**src/rtl/tick_timer.sv**
```systemverilog
// tick_timer
//   Periodic timer-interrupt generator driven by the divided 1 s toggle
//   from the clock-divider stage. Each rising edge of tick_in is turned
//   into a single-cycle tick. Ticks count down from a programmable reload
//   value, and when the countdown expires the block raises a level
//   interrupt that is held until software acknowledges it. A free-running
//   32-bit uptime counter records every tick since reset.
//
// Parameters
//   W       width of the reload value and the countdown counter
//   MISS_W  width of the saturating missed-interrupt counter
//
// Ports
//   clk         in   system clock (same clock as the divider stage)
//   rst         in   synchronous, active-high reset
//   tick_in     in   slow toggle from the divider, already synchronous to clk
//   enable      in   1 = countdown runs, 0 = stopped
//   reload_we   in   one-cycle write strobe for reload_val
//   reload_val  in   ticks per interrupt; 0 means never fire
//   irq_ack     in   one-cycle acknowledge from the interrupt controller
//   irq         out  interrupt level, held until acknowledged
//   count       out  current countdown value
//   missed      out  fires that occurred while irq was already pending (saturating)
//   uptime      out  total ticks since reset (wraps)
module tick_timer #(
    parameter int W      = 16,
    parameter int MISS_W = 8
) (
    input  logic              clk,
    input  logic              rst,
    input  logic              tick_in,
    input  logic              enable,
    input  logic              reload_we,
    input  logic [W-1:0]      reload_val,
    input  logic              irq_ack,
    output logic              irq,
    output logic [W-1:0]      count,
    output logic [MISS_W-1:0] missed,
    output logic [31:0]       uptime
);

    typedef enum logic {
        STOP = 1'b0,
        RUN  = 1'b1
    } state_t;

    state_t       state;
    logic         tick_d;
    logic         tick;
    logic         fire;
    logic [W-1:0] reload;

    // Saturating increment for the missed-interrupt counter.
    function automatic logic [MISS_W-1:0] sat_inc(input logic [MISS_W-1:0] v);
        logic [MISS_W-1:0] r;
        r = (&v) ? v : v + 1'b1;
        return r;
    endfunction

    // tick_d resets to 1 so a tick_in that is already high out of reset
    // does not count; a real tick needs a low-then-high sequence.
    assign tick = tick_in & ~tick_d;

    // A write strobe takes priority over the countdown, so a tick that
    // coincides with reload_we never fires. count[W-1:1]==0 is count<=1.
    assign fire = (state == RUN) && enable && tick && !reload_we &&
                  (reload != '0) && (count[W-1:1] == '0);

    always_ff @(posedge clk) begin
        if (rst) begin
            state  <= STOP;
            tick_d <= 1'b1;
            reload <= '0;
            count  <= '0;
            irq    <= 1'b0;
            missed <= '0;
            uptime <= '0;
        end else begin
            tick_d <= tick_in;

            // Uptime counts every tick, whether or not the countdown runs.
            if (tick) begin
                uptime <= uptime + 32'd1;
            end

            if (reload_we) begin
                reload <= reload_val;
                count  <= reload_val;
                missed <= '0;
            end

            case (state)
                STOP: begin
                    // While stopped the counter is held at the reload value,
                    // so the first RUN cycle starts from a full period.
                    if (!reload_we) begin
                        count <= reload;
                    end
                    if (enable) begin
                        state <= RUN;
                    end
                end
                RUN: begin
                    if (!enable) begin
                        state <= STOP;
                    end else if (!reload_we && tick && (reload != '0)) begin
                        count <= fire ? reload : count - 1'b1;
                    end
                end
                default: state <= STOP;
            endcase

            // A fire coincident with an ack: the ack retires the old event
            // and the new fire keeps irq set, so nothing counts as missed.
            if (fire) begin
                irq <= 1'b1;
                if (irq && !irq_ack) begin
                    missed <= sat_inc(missed);
                end
            end else if (irq_ack) begin
                irq <= 1'b0;
            end
        end
    end

endmodule

```
**config.mk**
```make
export PLATFORM = sky130hd
export DESIGN_NAME = tick_timer
export DESIGN_NICKNAME = d
export VERILOG_FILES = /design/src/rtl/tick_timer.sv
export SDC_FILE = /design/constraint.sdc
export NUM_CORES = 1
export LEC_CHECK = 0
export BUFFER_PORTS_ARGS = -buffer_cell sky130_fd_sc_hd__buf_2
export CORE_AREA = 3 3 110 112
export DETAILED_ROUTE_END_ITERATION = 16
export DIE_AREA = 0 0 113 115
export MAX_ROUTING_LAYER = met4
export PLACE_DENSITY = 0.6
export SETUP_SLACK_MARGIN = 0.1
export SKIP_LAST_GASP = 1
export SLEW_MARGIN = 40
export SYNTH_ARGS = -nofsm -noshare
export SYNTH_HDL_FRONTEND = slang
export SYNTH_SLANG_ARGS = --single-unit
```
**constraint.sdc**
```tcl
create_clock -name clk -period 2.8 [get_ports clk]
set_clock_uncertainty 0.2 [all_clocks]
set_input_delay 0.7 -clock clk [delete_from_list [all_inputs] [get_ports clk]]
set_output_delay 0.7 -clock clk [all_outputs]
set_load 0.01 [all_outputs]
```
==> summary.md, run 1 <==
| Metric | Value |
|---|---|
| Iteration-0 DRC Markers | 234 |
| CTS root buf | clkbuf_16 |
| Adder-cell share of the synthesized area | 0.957% |
| Final Hold Fails | 0 |
| Layout cell share with drive strength beyond 1 | 24.7% |
| Synth Instances | 470 |
| Synth Area in Compound Gates | 18.1% |
| CTS Buf Count | 9 |
| Vias per inst | 5.49 |
| Routed vias | 3876 |
| Area growth, synth to finish | 24.2% |
| CTS tree | built |
| Crit-path max cell delay | 0.58 ns |
| Post-synthesis simple-gate area fraction | 28.7% |
| Final net count | 582 |
| Startpoint type of the worst setup path | flop |
| Relative slew slack | 56.3% |
| Max clock buf depth | 2 |
| Post-route clock period utilization | 86.1% |
| Ports | 79 |
| Pwr per Cell Area | 558 nW/um^2 |
| Post-CTS resize count | 0 |
| Design Power | 2.72 mW |
| Chip Width | 113 um |
| FFs w/ async S/R, synth | 0% |
| Leakage power | 1.96 nW |
| Worst Tran Pin Value | 0.649 ns |
| Core area | 11300 um^2 |
| CP arrival | 2.47 ns |
| Drt pass-1 iters | 5 |
| Unrepaired setup endpoints after global routing | false |
| Die Y | 115 um |
| XOR/XNOR Fraction of Synth Area | 6.47% |
| Clock power share | 46.2% |
| Largest area contributor in the netlist | dfxtp_1 |
| Worst setup path end | uptime[24]$_SDFFE_PP0N_ |
| Crit Path Max Fanout | 13 |
| RR Endpoint | uptime[24]$_SDFFE_PP0N_ |
| Max-Cap Viols | 0 |
| Comb power frac | 11.7% |
| Worst Reg-to-Reg Cells | 6 |
| Fmax | 415 MHz |
| Mux cell area share after synthesis | 3.67% |
| Post-route cell area | 4870 um^2 |
| DRC viols | 0 |
| Setup Buffers After CTS | 0 |
| Setup TNS Final | 0 ns |
| Crit. Startpoint | uptime[4]$_SDFFE_PP0N_ |
| Syn nets | 495 |
| Crit path required time | 2.86 ns |
| IO Port Bufs | 78 |
| Vias in the first global route | 3750 |
| Sequential power share | 42.1% |
| DIE AREA | 13000 um^2 |
| R2r setup slk | 0.39 ns |
| Worst setup EP type | flop |
| Synth top area share | 38.3% |
| Drt total wl | 11500 um |
| Worst-Skew Late Latency | 0.34 ns |
| Non-Filler Instances | 706 |
| Overflow after GRT | 0 |
| Routability congestion estimate from global placement | 0.892 |
| Hold Path Class | reg -> reg |
| #FFs+latches synth | 75 |
| # setup viols final | 0 |
| Fin. max-slew vios | 0 |
| H-tree Lvls | 3 |
| Post-DR wirelength/cell | 16.2 um |
| Clk slew on worst S/H paths | 0.06 ns |
| R2r startpoint | uptime[4]$_SDFFE_PP0N_ |
| Post-DP HPWL | 8180 um |
| Tot GR Track Use | 18.5% |
| Post-synthesis sequential area ratio | 38.3% |
| Most frequent cell after synthesis | dfxtp_1 |
| CTS Hold Bufs | 0 |
| Placed insts | 689 |
| Num rows | 39 |
| Initial core utilization | 34.7% |
| Yosys warning total | 0 |
| Yosys cell types | 68 |
| Mapped cell area | 3920 um^2 |
| Sw power | 0.707 mW |
| Worst path cell trace | and4_4 -> nand4_2 -> buf_4 -> or4_1 -> or3_1 -> a21oi_1 |
| Post-synth EDFFs | 0 |
| Top post-synthesis cells by area | dfxtp_1 38%, xnor2_1 4.7%, nand2_1 4.2% |
| Ys flop type | dfxtp_1 |
| Routed Antenna Nets | 0 |
| Clock sink count | 75 |
| Largest net degree at the start of global routing | 43 |
| Switching Share | 26.0% |
| Worst VDD drop | 0.275 mV |
| Post-DP Area | 4550 um^2 |
| Post-synth top cells | 75 x dfxtp_1, 44 x nand2_1, 43 x nor2_1 |
| Cell internal pwr | 2.01 mW |
| Largest family of logic cells by synthesized area | simple AND/OR/NAND/NOR gates |
| Initial antenna violation count | 1 |
| Outcome | completed |
| Syn_area_per_cell | 8.35 um^2 |
| Fin crit period | 2.41 ns |
| # fillers | 1161 |
| CP max-delay cell | or4_1 |
| First-pass GRT wire length | 18900 um |
| Setup Crit Path Kind | reg -> reg |
==> flip-flops by register name (all words and copies together), names as in the netlist <==
register	flops
count	16
irq	1
missed	8
reload	16
state	1
tick_d	1
uptime	32
==> worst min-delay path by stage <==
stage | from | end | slack [ns] | cells past startpoint
after floorplan | reload[13]$_SDFFE_PP0P_ | count[13]$_SDFF_PP0_ | 0.26 | 2
after global placement | uptime[27]$_SDFFE_PP0N_ | uptime[27]$_SDFFE_PP0N_ | 0.28 | 2
after detailed placement | uptime[27]$_SDFFE_PP0N_ | uptime[27]$_SDFFE_PP0N_ | 0.29 | 2
after CTS | uptime[27]$_SDFFE_PP0N_ | uptime[27]$_SDFFE_PP0N_ | 0.30 | 2
after global routing | uptime[27]$_SDFFE_PP0N_ | uptime[27]$_SDFFE_PP0N_ | 0.33 | 2
final | uptime[27]$_SDFFE_PP0N_ | uptime[27]$_SDFFE_PP0N_ | 0.30 | 2
==> worst max-delay path: cells and delay by family, from the launching register on <==
kind	cells	cell delay (ns)
DFF	1	0.43
AOI/OAI and AO/OA	1	0.17
and+or+nand+nor	4	1.32
buffers and inverters	1	0.20
==> cell usage in the layout, fill, tap and decap left out, types with 18 or more instances in the layout <==
| cell type | instances |
|---|---|
| a21oi_1 | 32 |
| buf_2 | 78 |
| buf_4 | 22 |
| dfxtp_1 | 75 |
| nand2_1 | 44 |
| nand3_1 | 20 |
| nor2_1 | 43 |
| nor3_1 | 18 |
| o21ai_0 | 20 |
| xnor2_1 | 21 |
==> logic make-up after synthesis <==
| logic type | after synthesis |
|---|---|
| simple gates | 206 |
| compound gates | 107 |
| flops | 75 |
| buf+inv | 36 |
| xor+xnor | 29 |
| mux | 14 |
| fa+ha+maj | 3 |
==> routing by layer <==
metal	up-vias	wire, um	GRT usage, %
met1	1817	5120	23.4
met5	-	0	-
met3	17	759	3.47
met2	144	5340	28.9
met4	0	232	8.41
li1	1898	-	-
==> cell type report <==
class                   count  area (um^2)  share of cell area (%)
clock inverters             7         92.6                    1.90
inverters                  12         45.0                   0.924
well taps                 143          179                    3.67
flip-flops and latches     75         1500                    30.8
diodes                      1         2.50                  0.0513
clock buffers               9          225                    4.62
repair buffers            100          556                    11.4
multi-input cells         359         2270                    46.6
==> power by group through the flow <==
| stage | sequential (mW) | clock [mW] | combinational (mW) |
|---|---|---|---|
| 3_3_place_gp | 1.17 | 0 | 0.310 |
| 2_1_floorplan | 1.16 | 0 | 0.203 |
| 4_1_cts | 1.14 | 1.29 | 0.316 |
| 5_1_grt | 1.15 | 1.33 | 0.351 |
| 6_report | 1.15 | 1.26 | 0.317 |
| 3_5_place_dp | 1.17 | 0 | 0.314 |
==> per-stage QoR <==
step / util [%] / hold WS, ns / setup WS [ns]
2_1_floorplan: - / 0.262 / 0.242
4_1_cts: 43.0 / 0.305 / 0.397
3_5_place_dp: 40.2 / 0.293 / 0.0825
3_3_place_gp: 40.2 / 0.281 / 0.165
6_report: 43.0 / 0.301 / 0.390
5_1_grt: 43.0 / 0.333 / 0.226
(Power assumes the default switching activity.)
==> run 2, diff against run 1 <==
Settings changed: ABC_CLOCK_PERIOD_IN_PS set to 2800, CTS_BUF_LIST set to sky130_fd_sc_hd__clkbuf_8.
==> run 2 against run 1 <==
  * Clock power down 25%
  * Fmax about the same
  * Via count down 0.52%
  * Die area unchanged
  * Total power down 12%
  * Non-clock buffer count unchanged
  * Sequential cell count unchanged
  * Global-route usage down 0.27 points
  * First-iteration DRC count down 7.7%
==> summary.md, run 2 (same netlist as run 1, synthesis figures left out) <==
| Metric | Value |
|---|---|
| Overflow after GRT | 0 |
| DIE AREA | 13000 um^2 |
| R2r startpoint | uptime[4]$_SDFFE_PP0N_ |
| Chip Width | 113 um |
| Unrepaired setup endpoints after global routing | false |
| Pwr per Cell Area | 503 nW/um^2 |
| Hold-critical path depth | 2 |
| Initial antenna violation count | 1 |
| Vias per inst | 5.46 |
| Initial core utilization | 34.7% |
| Regs by FF count | uptime (32), count (16), reload (16) |
| Fin. max-slew vios | 0 |
| CTS root buf | clkbuf_8 |
| R2r setup slk | 0.39 ns |
| H-tree Lvls | 3 |
| Core area | 11300 um^2 |
| Post-DR wirelength/cell | 16.0 um |
| Worst Reg-to-Reg Cells | 6 |
| Max-Cap Viols | 0 |
| Startpoint type of the worst setup path | flop |
| Relative slew slack | 55.6% |
| Routed vias | 3856 |
| Ports | 79 |
| Routed Antenna Nets | 0 |
| Routability congestion estimate from global placement | 0.892 |
| Final Hold Fails | 0 |
| Fin crit period | 2.41 ns |
| Post-DP HPWL | 8180 um |
| Crit. Startpoint | uptime[4]$_SDFFE_PP0N_ |
| Outcome | completed |
| Iteration-0 DRC Markers | 216 |
| Die Y | 115 um |
| Most common cell after layout, fill and taps aside | buf_2 |
| Post-CTS resize count | 0 |
| Worst VDD drop | 0.216 mV |
| Crit path required time | 2.89 ns |
| Top reg by flops | uptime |
| CP max-delay cell | or4_1 |
| Setup TNS Final | 0 ns |
| # setup viols final | 0 |
| First-pass GRT wire length | 18700 um |
| Final net count | 582 |
| Worst path cell trace | and4_4 -> nand4_2 -> buf_4 -> or4_1 -> or3_1 -> a21oi_1 |
| Drt pass-1 iters | 4 |
| Drt total wl | 11300 um |
| Tot GR Track Use | 18.3% |
| Largest net degree at the start of global routing | 43 |
| Setup Buffers After CTS | 0 |
| Leakage power | 1.92 nW |
| Clk slew on worst S/H paths | 0.09 ns |
| Post-route clock period utilization | 86.1% |
| Area growth, synth to finish | 21.6% |
| CTS tree | built |
| Setup Crit Path Kind | reg -> reg |
| Crit-path max cell delay | 0.58 ns |
| RR Endpoint | uptime[24]$_SDFFE_PP0N_ |
| # fillers | 1172 |
| CTS Buf Count | 9 |
| Worst setup EP type | flop |
| Hold Path Class | reg -> reg |
| Num rows | 39 |
| DRC viols | 0 |
| CTS Hold Bufs | 0 |
| Clock sink count | 75 |
| Worst-Skew Late Latency | 0.37 ns |
| Max reg flops | 32 |
| Most frequent cells in the layout | 78 x buf_2, 75 x dfxtp_1, 44 x nand2_1 |
| Max clock buf depth | 2 |
| Fmax | 415 MHz |
| Vias in the first global route | 3711 |
| IO Port Bufs | 78 |
| Worst Tran Pin Value | 0.660 ns |
| Post-DP Area | 4550 um^2 |
| CP arrival | 2.50 ns |
| Worst setup path end | uptime[24]$_SDFFE_PP0N_ |
| Area of the multi-input gates | 2270 um^2 |
| Crit Path Max Fanout | 13 |
| Post-route cell area | 4770 um^2 |
| Layout cell share with drive strength beyond 1 | 24.7% |
| FF/Latch Area | 1500 um^2 |
-- run 2: area by class of cell --
class	count	share of cell area, %
tap	143	3.75
antenna	1	0.0524
sequential	75	31.5
clock inverter	7	1.94
inverter	12	0.944
timing repair buffer	100	11.6
multi-input combinational	359	47.6
clock buffer	9	2.60
-- run 2: power breakdown --
group | switching [mW] | internal [mW] | total (mW)
registers | 0.0453 | 1.10 | 1.14
logic | 0.180 | 0.137 | 0.316
clock network | 0.444 | 0.498 | 0.942
total | 0.669 | 1.73 | 2.40
-- run 2: layer usage --
metal | GRT usage, % | part of all wire (%) | up-vias
met5 | - | 0 | -
met3 | 4.26 | 5.9 | 12
met4 | 6.17 | 1.6 | 0
met2 | 28.4 | 47 | 109
li1 | - | - | 1895
met1 | 23.5 | 45 | 1840
-- run 2: stage by stage --
stage,util [%],std cells,worst slack (ns),hold slack (ns),power [mW]
after floorplan,-,470,0.242,0.262,1.37
after global placement,40.2,689,0.165,0.281,1.48
final,42.2,706,0.390,0.304,2.40
after global routing,42.2,706,0.213,0.336,2.52
after CTS,42.1,705,0.387,0.308,2.43
after detailed placement,40.2,689,0.0825,0.293,1.48
-- run 2: critical path: cells and delay by family (launching register included) --
kind	cells	cell delay, ns
buffers and inverters	1	0.20
AOI/OAI and AO/OA	1	0.17
DFF	1	0.43
and+or+nand+nor	4	1.32
-- run 2: how the worst min path moves through the flow --
stage	from	to
CTS	uptime[27]$_SDFFE_PP0N_	uptime[27]$_SDFFE_PP0N_
finish	uptime[27]$_SDFFE_PP0N_	uptime[27]$_SDFFE_PP0N_
detailed placement	uptime[27]$_SDFFE_PP0N_	uptime[27]$_SDFFE_PP0N_
global placement	uptime[27]$_SDFFE_PP0N_	uptime[27]$_SDFFE_PP0N_
global route	uptime[27]$_SDFFE_PP0N_	uptime[27]$_SDFFE_PP0N_
floorplan	reload[13]$_SDFFE_PP0P_	count[13]$_SDFF_PP0_
==> run 3, diff against run 2 <==
Settings changed: CORE_AREA 3 3 110 112 to 3 3 123 101, DIE_AREA 0 0 113 115 to 0 0 126 104.
==> run 3 against run 2 <==
  * Register-to-register slack improved by 0.04 ns
  * Non-clock buffer count rose by 8
  * Sequential share of layout area fell by 0.69 points
  * Total power rose by 6.5%
  * Critical path type unchanged
==> summary.md, run 3 (same netlist as run 1, synthesis figures left out) <==
| Metric | Value |
|---|---|
| Post-DR wirelength/cell | 16.3 um |
| Ports | 79 |
| Max reg flops | 32 |
| Non-Filler Instances | 718 |
| CTS tree | built |
| Fin crit period | 2.37 ns |
| Sw power | 0.646 mW |
| Smallest hold slack | 0.308 ns |
| Comb power frac | 13.3% |
| DIE AREA | 13100 um^2 |
| CTS root buf | clkbuf_8 |
| DRC viols | 0 |
| Placed insts | 702 |
| Relative slew slack | 57.1% |
| Area growth, synth to finish | 24.4% |
| Outcome | completed |
| Hold Path Class | reg -> reg |
| Largest net degree at the start of global routing | 27 |
| Crit Path Max Fanout | 11 |
| FF/Latch Area | 1500 um^2 |
| Clock sink count | 75 |
| Drt total wl | 11700 um |
| Overflow after GRT | 0 |
| Hold wc startpoint | uptime[1]$_SDFFE_PP0N_ |
| Area of the multi-input gates | 2270 um^2 |
| Die Y | 104 um |
| Pwr per Cell Area | 524 nW/um^2 |
| Worst setup EP type | flop |
| Fmax | 422 MHz |
| Most common cell after layout, fill and taps aside | buf_2 |
| Routed vias | 3916 |
| Worst VDD drop | 0.217 mV |
| Sequential power share | 44.7% |
| Max-Cap Viols | 0 |
| Setup TNS Final | 0 ns |
| Initial core utilization | 34.5% |
| Tot GR Track Use | 18.3% |
| Routability congestion estimate from global placement | 0.914 |
| Setup Buffers After CTS | 0 |
| Initial antenna violation count | 0 |
| Layout cell share with drive strength beyond 1 | 25.8% |
| Post-route clock period utilization | 84.7% |
| Post-DP HPWL | 8620 um |
| Drt pass-1 iters | 7 |
| Worst Tran Pin Value | 0.638 ns |
| Clock power share | 42.0% |
| Final net count | 590 |
| H-tree Lvls | 3 |
| Most frequent cells in the layout | 78 x buf_2, 75 x dfxtp_1, 44 x nand2_1 |
| Fin. max-slew vios | 0 |
| Post-CTS resize count | 0 |
| Final core utilization | 42.9% |
| Regs by FF count | uptime (32), count (16), reload (16) |
| Max clock buf depth | 2 |
| Chip Width | 126 um |
| First-pass GRT wire length | 19100 um |
| Vias per inst | 5.45 |
| Routed Antenna Nets | 0 |
| Core area | 11400 um^2 |
| Num rows | 35 |
| Cell internal pwr | 1.91 mW |
| Startpoint type of the worst setup path | flop |
| Clk slew on worst S/H paths | 0.08 ns |
| # fillers | 1196 |
| Worst-Skew Late Latency | 0.36 ns |
| R2r startpoint | reload[7]$_SDFFE_PP0P_ |
| Vias in the first global route | 3640 |
| Leakage power | 1.99 nW |
| ANT cells | 0 |
| IO Port Bufs | 78 |
| Unrepaired setup endpoints after global routing | false |
| CTS Hold Bufs | 0 |
| Top reg by flops | uptime |
| Setup Crit Path Kind | reg -> reg |
| CTS Buf Count | 9 |
| Switching Share | 25.3% |
| Crit. Startpoint | reload[7]$_SDFFE_PP0P_ |
| CP arrival | 2.42 ns |
| Crit path required time | 2.85 ns |
| # setup viols final | 0 |
| Final Hold Fails | 0 |
| Iteration-0 DRC Markers | 295 |
## run 3: cell types whose count changed in the layout (fill, tap and decap cells not counted)
cell,change
buf_4,+8
bufinv_16,+1
clkbuf_8,+3
clkinv_2,-1
clkinvlp_4,-3
diode_2,-1
## run 3: worst paths after layout
kind                            endpoint  slack [ns]  cells after the start
setup reg to reg    count[15]$_SDFF_PP0_        0.43                      6
setup / recovery    count[15]$_SDFF_PP0_        0.43                      6
hold / removal    uptime[1]$_SDFFE_PP0N_        0.31                      2
hold reg to reg   uptime[1]$_SDFFE_PP0N_        0.31                      2
## run 3: worst max-delay path: stages, from the launching register on
cell and delay, ns:
dfxtp_1 0.33, nor4_1 0.59, nand4_1 0.23, nand3_1 0.32
buf_4 0.26, a21oi_1 0.09, a22o_1 0.23
## run 3: area by class of cell
cell class / count / area share, %
clock inverter: 4 / 1.95
inverter: 12 / 0.923
timing repair buffer: 108 / 12.6
clock buffer: 12 / 3.38
multi-input combinational: 359 / 46.6
tap: 148 / 3.79
sequential: 75 / 30.8
## run 3: power by group through the flow
stage	logic (mW)	registers [mW]	clock network, mW
2_1_floorplan	0.203	1.16	0
3_3_place_gp	0.332	1.17	0
3_5_place_dp	0.335	1.17	0
4_1_cts	0.338	1.14	1.11
5_1_grt	0.373	1.15	1.15
6_report	0.341	1.14	1.07
## run 3: layer usage
layer	track usage, %	up-vias	wire length [um]
met5	-	-	0
met1	26.3	1862	5840
met4	5.44	0	139
met3	4.72	10	820
met2	25.3	129	4900
li1	-	1915	-
## run 3: through the flow
step | instance area [um^2] | total power, mW | setup WS, ns
2_1_floorplan | 3920 | 1.37 | 0.242
3_3_place_gp | 4620 | 1.50 | 0.186
3_5_place_dp | 4620 | 1.50 | 0.131
4_1_cts | 4880 | 2.59 | 0.437
5_1_grt | 4880 | 2.67 | 0.308
6_report | 4880 | 2.56 | 0.428
